`src/rtl/bme280_sequencer.sv`:
```
// BME280 sequencer: resets and configures the sensor over I2C, then polls a register burst into a bank.
// Define BME280_ID_CHECK_EN to insert a chip-ID read (0xD0 == 0x60) between configuration and polling.
module bme280_sequencer #(
  parameter logic [6:0]  SLAVE_ADDRESS  = 7'h76,
  parameter logic [7:0]  BASE_REG       = 8'hF7,
  parameter int          BURST_LEN      = 8,
  parameter logic [7:0]  CTRL_HUM_VAL   = 8'h01,
  parameter logic [7:0]  CTRL_MEAS_VAL  = 8'h27,
  parameter logic [7:0]  CONFIG_VAL     = 8'h00,
  parameter logic [15:0] RESET_WAIT     = 16'd20000,
  parameter logic [23:0] POLL_CYCLES    = 24'd1000000,
  parameter logic [19:0] TIMEOUT_CYCLES = 20'd500000
) (
  input  logic       clk,
  input  logic       rst,
  input  logic       start,
  output logic       i2c_en,
  output logic [6:0] i2c_slave_address,
  output logic       i2c_read_write,
  output logic [7:0] i2c_register_address,
  output logic [7:0] i2c_data_in,
  input  logic [7:0] i2c_data_out,
  input  logic       i2c_done,
  input  logic [3:0] register_selector,
  output logic [7:0] data,
  output logic       sample_valid,
  output logic       busy,
  output logic       error
);

  typedef enum logic [3:0] {
    IDLE       = 4'd0,
    WR_RESET   = 4'd1,
    WAIT_RESET = 4'd2,
    WR_HUM     = 4'd3,
    WR_MEAS    = 4'd4,
    WR_CONFIG  = 4'd5,
`ifdef BME280_ID_CHECK_EN
    CHK_ID     = 4'd6,
`endif
    RD_BURST   = 4'd7,
    COMMIT     = 4'd8,
    POLL_WAIT  = 4'd9
  } state_t;

  localparam logic [3:0]  LP_LAST_K     = 4'(BURST_LEN - 1);
  localparam logic [4:0]  LP_LEN        = 5'(BURST_LEN);
  localparam logic [23:0] LP_RESET_LAST = {8'd0, RESET_WAIT} - 24'd1;
  localparam logic [23:0] LP_POLL_LAST  = POLL_CYCLES - 24'd1;
  localparam logic [23:0] LP_TO_LAST    = {4'd0, TIMEOUT_CYCLES} - 24'd1;
`ifdef BME280_ID_CHECK_EN
  localparam logic [7:0]  LP_CHIP_ID    = 8'h60;
`endif

  // r_active splits each transaction state into a setup cycle (fields out, en low) and a request phase.
  state_t      r_state, w_state_next, w_after;
  logic        r_active, w_active_next;
  logic [23:0] r_cnt, w_cnt_next;
  logic [3:0]  r_k, w_k_next;
  logic        r_error, w_error_next;
  logic        w_capture, w_commit;

  logic        r_en, w_en_next;
  logic [6:0]  r_addr, w_addr_next;
  logic        r_rw, w_rw_next;
  logic [7:0]  r_reg, w_reg_next;
  logic [7:0]  r_din, w_din_next;
  logic        r_busy, r_sample_valid;
  logic [7:0]  r_data;
  logic [7:0]  r_shadow [0:15];
  logic [7:0]  r_bank   [0:15];

  function automatic logic f_is_txn(input state_t s);
    case (s)
      WR_RESET, WR_HUM, WR_MEAS, WR_CONFIG,
`ifdef BME280_ID_CHECK_EN
      CHK_ID,
`endif
      RD_BURST: f_is_txn = 1'b1;
      default:  f_is_txn = 1'b0;
    endcase
  endfunction

  // State register together with the shared cycle counter, burst index and sticky fault.
  always_ff @(posedge clk) begin
    if (rst) begin
      r_state  <= IDLE;
      r_active <= 1'b0;
      r_cnt    <= 24'd0;
      r_k      <= 4'd0;
      r_error  <= 1'b0;
    end else begin
      r_state  <= w_state_next;
      r_active <= w_active_next;
      r_cnt    <= w_cnt_next;
      r_k      <= w_k_next;
      r_error  <= w_error_next;
    end
  end

  // Next-state logic; a done pulse coinciding with timeout expiry is treated as completion.
  always_comb begin
    w_state_next  = r_state;
    w_active_next = r_active;
    w_cnt_next    = r_cnt;
    w_k_next      = r_k;
    w_error_next  = r_error;
    w_after       = IDLE;
    w_capture     = 1'b0;
    w_commit      = 1'b0;
    case (r_state)
      IDLE: begin
        if (start && !r_error) begin
          w_state_next  = WR_RESET;
          w_active_next = 1'b0;
          w_cnt_next    = 24'd0;
        end else begin
          w_state_next = IDLE;
        end
      end
      WAIT_RESET: begin
        if (!start) begin
          w_state_next = IDLE;
        end else if (r_cnt == LP_RESET_LAST) begin
          w_state_next  = WR_HUM;
          w_active_next = 1'b0;
          w_cnt_next    = 24'd0;
        end else begin
          w_cnt_next = r_cnt + 24'd1;
        end
      end
      COMMIT: begin
        w_commit     = 1'b1;
        w_cnt_next   = 24'd0;
        w_state_next = start ? POLL_WAIT : IDLE;
      end
      POLL_WAIT: begin
        if (!start) begin
          w_state_next = IDLE;
        end else if (r_cnt == LP_POLL_LAST) begin
          w_state_next  = RD_BURST;
          w_active_next = 1'b0;
          w_cnt_next    = 24'd0;
          w_k_next      = 4'd0;
        end else begin
          w_cnt_next = r_cnt + 24'd1;
        end
      end
      WR_RESET, WR_HUM, WR_MEAS, WR_CONFIG,
`ifdef BME280_ID_CHECK_EN
      CHK_ID,
`endif
      RD_BURST: begin
        if (!r_active) begin
          if (start) begin
            w_active_next = 1'b1;
            w_cnt_next    = 24'd0;
          end else begin
            w_state_next = IDLE;
          end
        end else if (i2c_done) begin
          w_active_next = 1'b0;
          w_cnt_next    = 24'd0;
          case (r_state)
            WR_RESET: w_after = WAIT_RESET;
            WR_HUM:   w_after = WR_MEAS;
            WR_MEAS:  w_after = WR_CONFIG;
            WR_CONFIG: begin
`ifdef BME280_ID_CHECK_EN
              w_after  = CHK_ID;
`else
              w_after  = RD_BURST;
`endif
              w_k_next = 4'd0;
            end
`ifdef BME280_ID_CHECK_EN
            CHK_ID: begin
              if (i2c_data_out == LP_CHIP_ID) begin
                w_after = RD_BURST;
              end else begin
                w_after      = IDLE;
                w_error_next = 1'b1;
              end
              w_k_next = 4'd0;
            end
`endif
            RD_BURST: begin
              w_capture = 1'b1;
              if (r_k == LP_LAST_K) begin
                w_after = COMMIT;
              end else begin
                w_after  = RD_BURST;
                w_k_next = r_k + 4'd1;
              end
            end
            default: w_after = IDLE;
          endcase
          w_state_next = start ? w_after : IDLE;
        end else if (r_cnt == LP_TO_LAST) begin
          w_state_next  = IDLE;
          w_active_next = 1'b0;
          w_cnt_next    = 24'd0;
          w_error_next  = 1'b1;
        end else begin
          w_cnt_next = r_cnt + 24'd1;
        end
      end
      default: begin
        w_state_next  = IDLE;
        w_active_next = 1'b0;
      end
    endcase
  end

  // Transaction fields derived from the upcoming state so they are registered a cycle before en.
  always_comb begin
    w_rw_next  = 1'b0;
    w_reg_next = 8'h00;
    w_din_next = 8'h00;
    case (w_state_next)
      WR_RESET:  begin w_reg_next = 8'hE0; w_din_next = 8'hB6;         end
      WR_HUM:    begin w_reg_next = 8'hF2; w_din_next = CTRL_HUM_VAL;  end
      WR_MEAS:   begin w_reg_next = 8'hF4; w_din_next = CTRL_MEAS_VAL; end
      WR_CONFIG: begin w_reg_next = 8'hF5; w_din_next = CONFIG_VAL;    end
`ifdef BME280_ID_CHECK_EN
      CHK_ID:    begin w_rw_next = 1'b1; w_reg_next = 8'hD0;           end
`endif
      RD_BURST:  begin w_rw_next = 1'b1; w_reg_next = BASE_REG + {4'd0, w_k_next}; end
      default:   begin w_rw_next = 1'b0; end
    endcase
    if (f_is_txn(w_state_next)) begin
      w_addr_next = SLAVE_ADDRESS;
      w_en_next   = w_active_next;
    end else begin
      w_addr_next = 7'd0;
      w_en_next   = 1'b0;
    end
  end

  // Registered I2C request, status flags, shadow capture and atomic bank commit.
  always_ff @(posedge clk) begin
    if (rst) begin
      r_en           <= 1'b0;
      r_addr         <= 7'd0;
      r_rw           <= 1'b0;
      r_reg          <= 8'h00;
      r_din          <= 8'h00;
      r_busy         <= 1'b0;
      r_sample_valid <= 1'b0;
      r_data         <= 8'h00;
      for (int i = 0; i < 16; i++) begin
        r_shadow[i] <= 8'h00;
        r_bank[i]   <= 8'h00;
      end
    end else begin
      r_en           <= w_en_next;
      r_addr         <= w_addr_next;
      r_rw           <= w_rw_next;
      r_reg          <= w_reg_next;
      r_din          <= w_din_next;
      r_busy         <= (w_state_next != IDLE);
      r_sample_valid <= w_commit;
      r_data         <= ({1'b0, register_selector} < LP_LEN) ? r_bank[register_selector] : 8'h00;
      if (w_capture) begin
        r_shadow[r_k] <= i2c_data_out;
      end
      if (w_commit) begin
        r_bank <= r_shadow;
      end
    end
  end

  assign i2c_en               = r_en;
  assign i2c_slave_address    = r_addr;
  assign i2c_read_write       = r_rw;
  assign i2c_register_address = r_reg;
  assign i2c_data_in          = r_din;
  assign data                 = r_data;
  assign sample_valid         = r_sample_valid;
  assign busy                 = r_busy;
  assign error                = r_error;

endmodule

```
`config.mk`:
```
export PLATFORM = sky130hd
export DESIGN_NAME = bme280_sequencer
export DESIGN_NICKNAME = d
export VERILOG_FILES = /design/src/rtl/bme280_sequencer.sv
export SDC_FILE = /design/constraint.sdc
export NUM_CORES = 1
export LEC_CHECK = 0
export CORE_ASPECT_RATIO = 2
export CORE_MARGIN = 2
export CORE_UTILIZATION = 55
export CTS_CLUSTER_SIZE = 14
export DETAILED_ROUTE_END_ITERATION = 10
export GPL_ROUTABILITY_DRIVEN = 0
export MAX_ROUTING_LAYER = met4
export PLACE_DENSITY = 0.75
export SLEW_MARGIN = 30
export SYNTH_ARGS = -nofsm -noshare
export SYNTH_HDL_FRONTEND = slang
export SYNTH_SLANG_ARGS = --single-unit
```
`constraint.sdc`:
```
create_clock -name clk -period 3.1 [get_ports clk]
set_input_delay 0.62 -clock clk [delete_from_list [all_inputs] [get_ports clk]]
set_output_delay 0.62 -clock clk [all_outputs]
set_load 0.05 [all_outputs]
```
==> impl_metrics.env <==
export IMPL_run_status="complete, no violations"
export IMPL_antenna_found_initial=0
export IMPL_die_area_um2=15500
export IMPL_max_freq_mhz=343
export IMPL_grt_pass1_vias=6102
export IMPL_clk_latency_ps=430
export IMPL_vias_per_cell=5.64
export IMPL_start_util_pct=55.9
export IMPL_cts_sinks=184
export IMPL_hold_ws_ps=450
export IMPL_synth_top_area_share_pct=46.2
export IMPL_synth_seq_cells=184
export IMPL_vias=6262
export IMPL_power_total_mw=4.81
export IMPL_hp_class="register to register"
export IMPL_hold_buffers=0
export IMPL_layout_min_cycle_time_ps=2920
export IMPL_maxSlewViolCount=0
export IMPL_syn_cell_area_um2=7980
export IMPL_synth_main_ff_cell="dfxtp_1"
export IMPL_numCtsBuffers=17
export IMPL_wl_per_cell_um=16.8
export IMPL_yosysWarnings=0
export IMPL_clkPwrFrac_pct=45.2
export IMPL_finalSetupViolCount=0
export IMPL_cts_path_max_buffers=2
export IMPL_critPathRequiredTime_ps=3440
export IMPL_cts_tree="done"
export IMPL_avgSynthCellArea_um2=8.90
export IMPL_final_antenna_net_count=0
export IMPL_slew_headroom_pct=53.2
export IMPL_setup_worst_path_end_class="register"
export IMPL_cts_setup_buffers=0
export IMPL_finalSetupTns_ps=0
export IMPL_clk_pin_slew_ps=80
export IMPL_p_leak_nw=3.70
export IMPL_seq_area_frac_synth_pct=46.2
export IMPL_critPathMaxFanout=4
export IMPL_nNetsFinal=927
export IMPL_hold_viol=0
export IMPL_rows=62
export IMPL_drt_wl_total_um=18700
export IMPL_synthArstFlopShare_pct=0
export IMPL_p_switching_mw=1.20
export IMPL_synthCells=897
export IMPL_io_pins=52
export IMPL_fin_util_pct=64.1
export IMPL_critPathArrivalTime_ps=3260
export IMPL_first_iter_violations=387
export IMPL_internal_power_mw=3.61
export IMPL_synth_largest_area_cell="dfxtp_1"
export IMPL_startpoint_type="register"
export IMPL_drc=0
export IMPL_cts_resized_gates=0
export IMPL_dp_hpwl_um=12300
export IMPL_synth_most_common_cell="dfxtp_1"
export IMPL_finClkSkew_ps=11.2
export IMPL_peakVddDrop_mv=0.428
export IMPL_grt_first_pass_wirelength_um=30300
export IMPL_worstSetupPathType="register to register"
export IMPL_synth_edf_count=0
export IMPL_dr_pass1_iters=5
export IMPL_grt_usage_pct=25.9
export IMPL_root_buffer="clkbuf_16"
export IMPL_grt_max_degree=82
export IMPL_fin_crit_sh_pct=94.1
export IMPL_drive_gt1_share_pct=10.5
export IMPL_fin_area_um2=9150
export IMPL_htree_num_levels=4
export IMPL_combPwrFrac_pct=5.3
export IMPL_p_per_area_nw_per_um2=526
export IMPL_diodes=0
export IMPL_place_area_um2=8530
export IMPL_grt_ovfl_total=0
export IMPL_netlist_top_cells_count="184 x dfxtp_1, 145 x nand2_1, 118 x nor2_1, 83 x a21oi_1, 73 x mux2i_1"
export IMPL_drv_cap=0
export IMPL_grt_setup_unrepaired="false"
export IMPL_ys_types=71
export IMPL_synthTopCellsByArea="dfxtp_1 46%, mux2i_1 9.2%, nand2_1 6.8%"
export IMPL_tightestPinTransition_ps=701
export IMPL_areaGrowthSynthToFinish_pct=14.6
export IMPL_die_w_um=89.2
export IMPL_swShare_pct=24.9
export IMPL_die_h_um=174
export IMPL_seqPwrFrac_pct=49.4
export IMPL_core_area_um2=14300
export IMPL_portBuffers=47
worst paths after layout:
check	slack (ps)	cells after the start	to	start
worst max-delay path	180	8	i2c_register_address[4]$_SDFF_PP0_	r_cnt[20]$_SDFFE_PP0P_
worst min-delay path	450	2	r_bank[64]$_SDFFE_PP0P_	r_shadow[64]$_SDFFE_PP0P_
worst max register to register	180	8	i2c_register_address[4]$_SDFF_PP0_	r_cnt[20]$_SDFFE_PP0P_
worst min register to register	450	2	r_bank[64]$_SDFFE_PP0P_	r_shadow[64]$_SDFFE_PP0P_
cell families (layout without fill, tap and decap cells):
kind of cell               count (synthesis)  count (layout)  synth area share, %
adders and majority gates                  6               6                0.941
DFF                                      184             184                 46.2
AOI/OAI and AO/OA                        128             128                 9.84
muxes                                     90              90                 13.8
buffers and inverters                     98             116                 5.67
other                                      1               4               0.0470
xor gates and xnor gates                  20              20                 2.19
and+or+nand+nor                          370             370                 21.3
metrics by stage:
stage | setup slack [ps] | std cells
2_1_floorplan | 558 | 900
3_3_place_gp | 195 | 1078
3_5_place_dp | 104 | 1078
4_1_cts | 222 | 1110
5_1_grt | 89.4 | 1110
6_report | 183 | 1110
state kept, by name, summed over array words and instances (netlist names):
| signal | flops |
|---|---|
| i2c_register_address | 6 |
| data | 8 |
| i2c_en | 1 |
| r_k | 4 |
| error | 1 |
| r_state | 4 |
| i2c_data_in | 3 |
| busy | 1 |
| r_cnt | 24 |
| i2c_read_write | 1 |
| sample_valid | 1 |
| r_bank | 64 |
| r_shadow | 64 |
| r_active | 1 |
| i2c_slave_address | 1 |
power by group through the flow:
stage	clock (mW)	combinational (mW)	sequential [mW]
floorplan	0	0.173	2.45
global placement	0	0.255	2.43
detailed placement	0	0.256	2.43
CTS	2.21	0.257	2.38
global route	2.31	0.271	2.38
finish	2.18	0.257	2.38
layout by cell type, fill, tap and decap left out, types with 3 or more instances in the layout:
| cell | count |
|---|---|
| a2111oi_0 | 3 |
| a21oi_1 | 83 |
| a311oi_1 | 4 |
| a31oi_1 | 3 |
| and3_1 | 9 |
| buf_12 | 3 |
| buf_4 | 25 |
| clkbuf_16 | 17 |
| clkdlybuf4s50_1 | 46 |
| clkinv_4 | 3 |
| clkinv_8 | 4 |
| conb_1 | 4 |
| dfxtp_1 | 184 |
| ha_1 | 6 |
| inv_1 | 10 |
| inv_6 | 3 |
| inv_8 | 3 |
| mux2i_1 | 73 |
| mux4_2 | 16 |
| nand2_1 | 145 |
| nand2b_1 | 6 |
| nand3_1 | 17 |
| nand3b_1 | 3 |
| nand4_1 | 9 |
| nor2_1 | 117 |
| nor2b_1 | 6 |
| nor3_1 | 10 |
| nor4_1 | 8 |
| o21a_1 | 4 |
| o21ai_0 | 7 |
| o21bai_1 | 3 |
| or2_2 | 6 |
| or3_1 | 5 |
| xnor2_1 | 9 |
| xor2_1 | 11 |
layout make-up:
type | count | area, um^2
Clock buffer | 17 | 425
Clock inverter | 15 | 186
Fill cell | 1199 | 5130
Inverter | 10 | 37.5
Multi-Input combinational cell | 618 | 3860
Sequential cell | 184 | 3680
Tap cell | 192 | 240
Timing Repair Buffer | 74 | 708
critical path: stages, from the launching register on:
cell,delay (ps)
dfxtp_1,350
or4_4,580
nor4_2,460
nand4_1,270
a31oi_1,310
ha_1,230
a21oi_1,60
or3_2,410
a31oi_1,150
per-layer routing:
layer  GRT usage, %  routed length [um]  vias up
met3           4.13                 737       59
met5              -                   0        -
met2           45.2               10200      182
li1               -                   -     3058
met1           27.5                6950     2963
met4           12.3                 839        0
No activity file was read; power rests on OpenSTA's default activity.
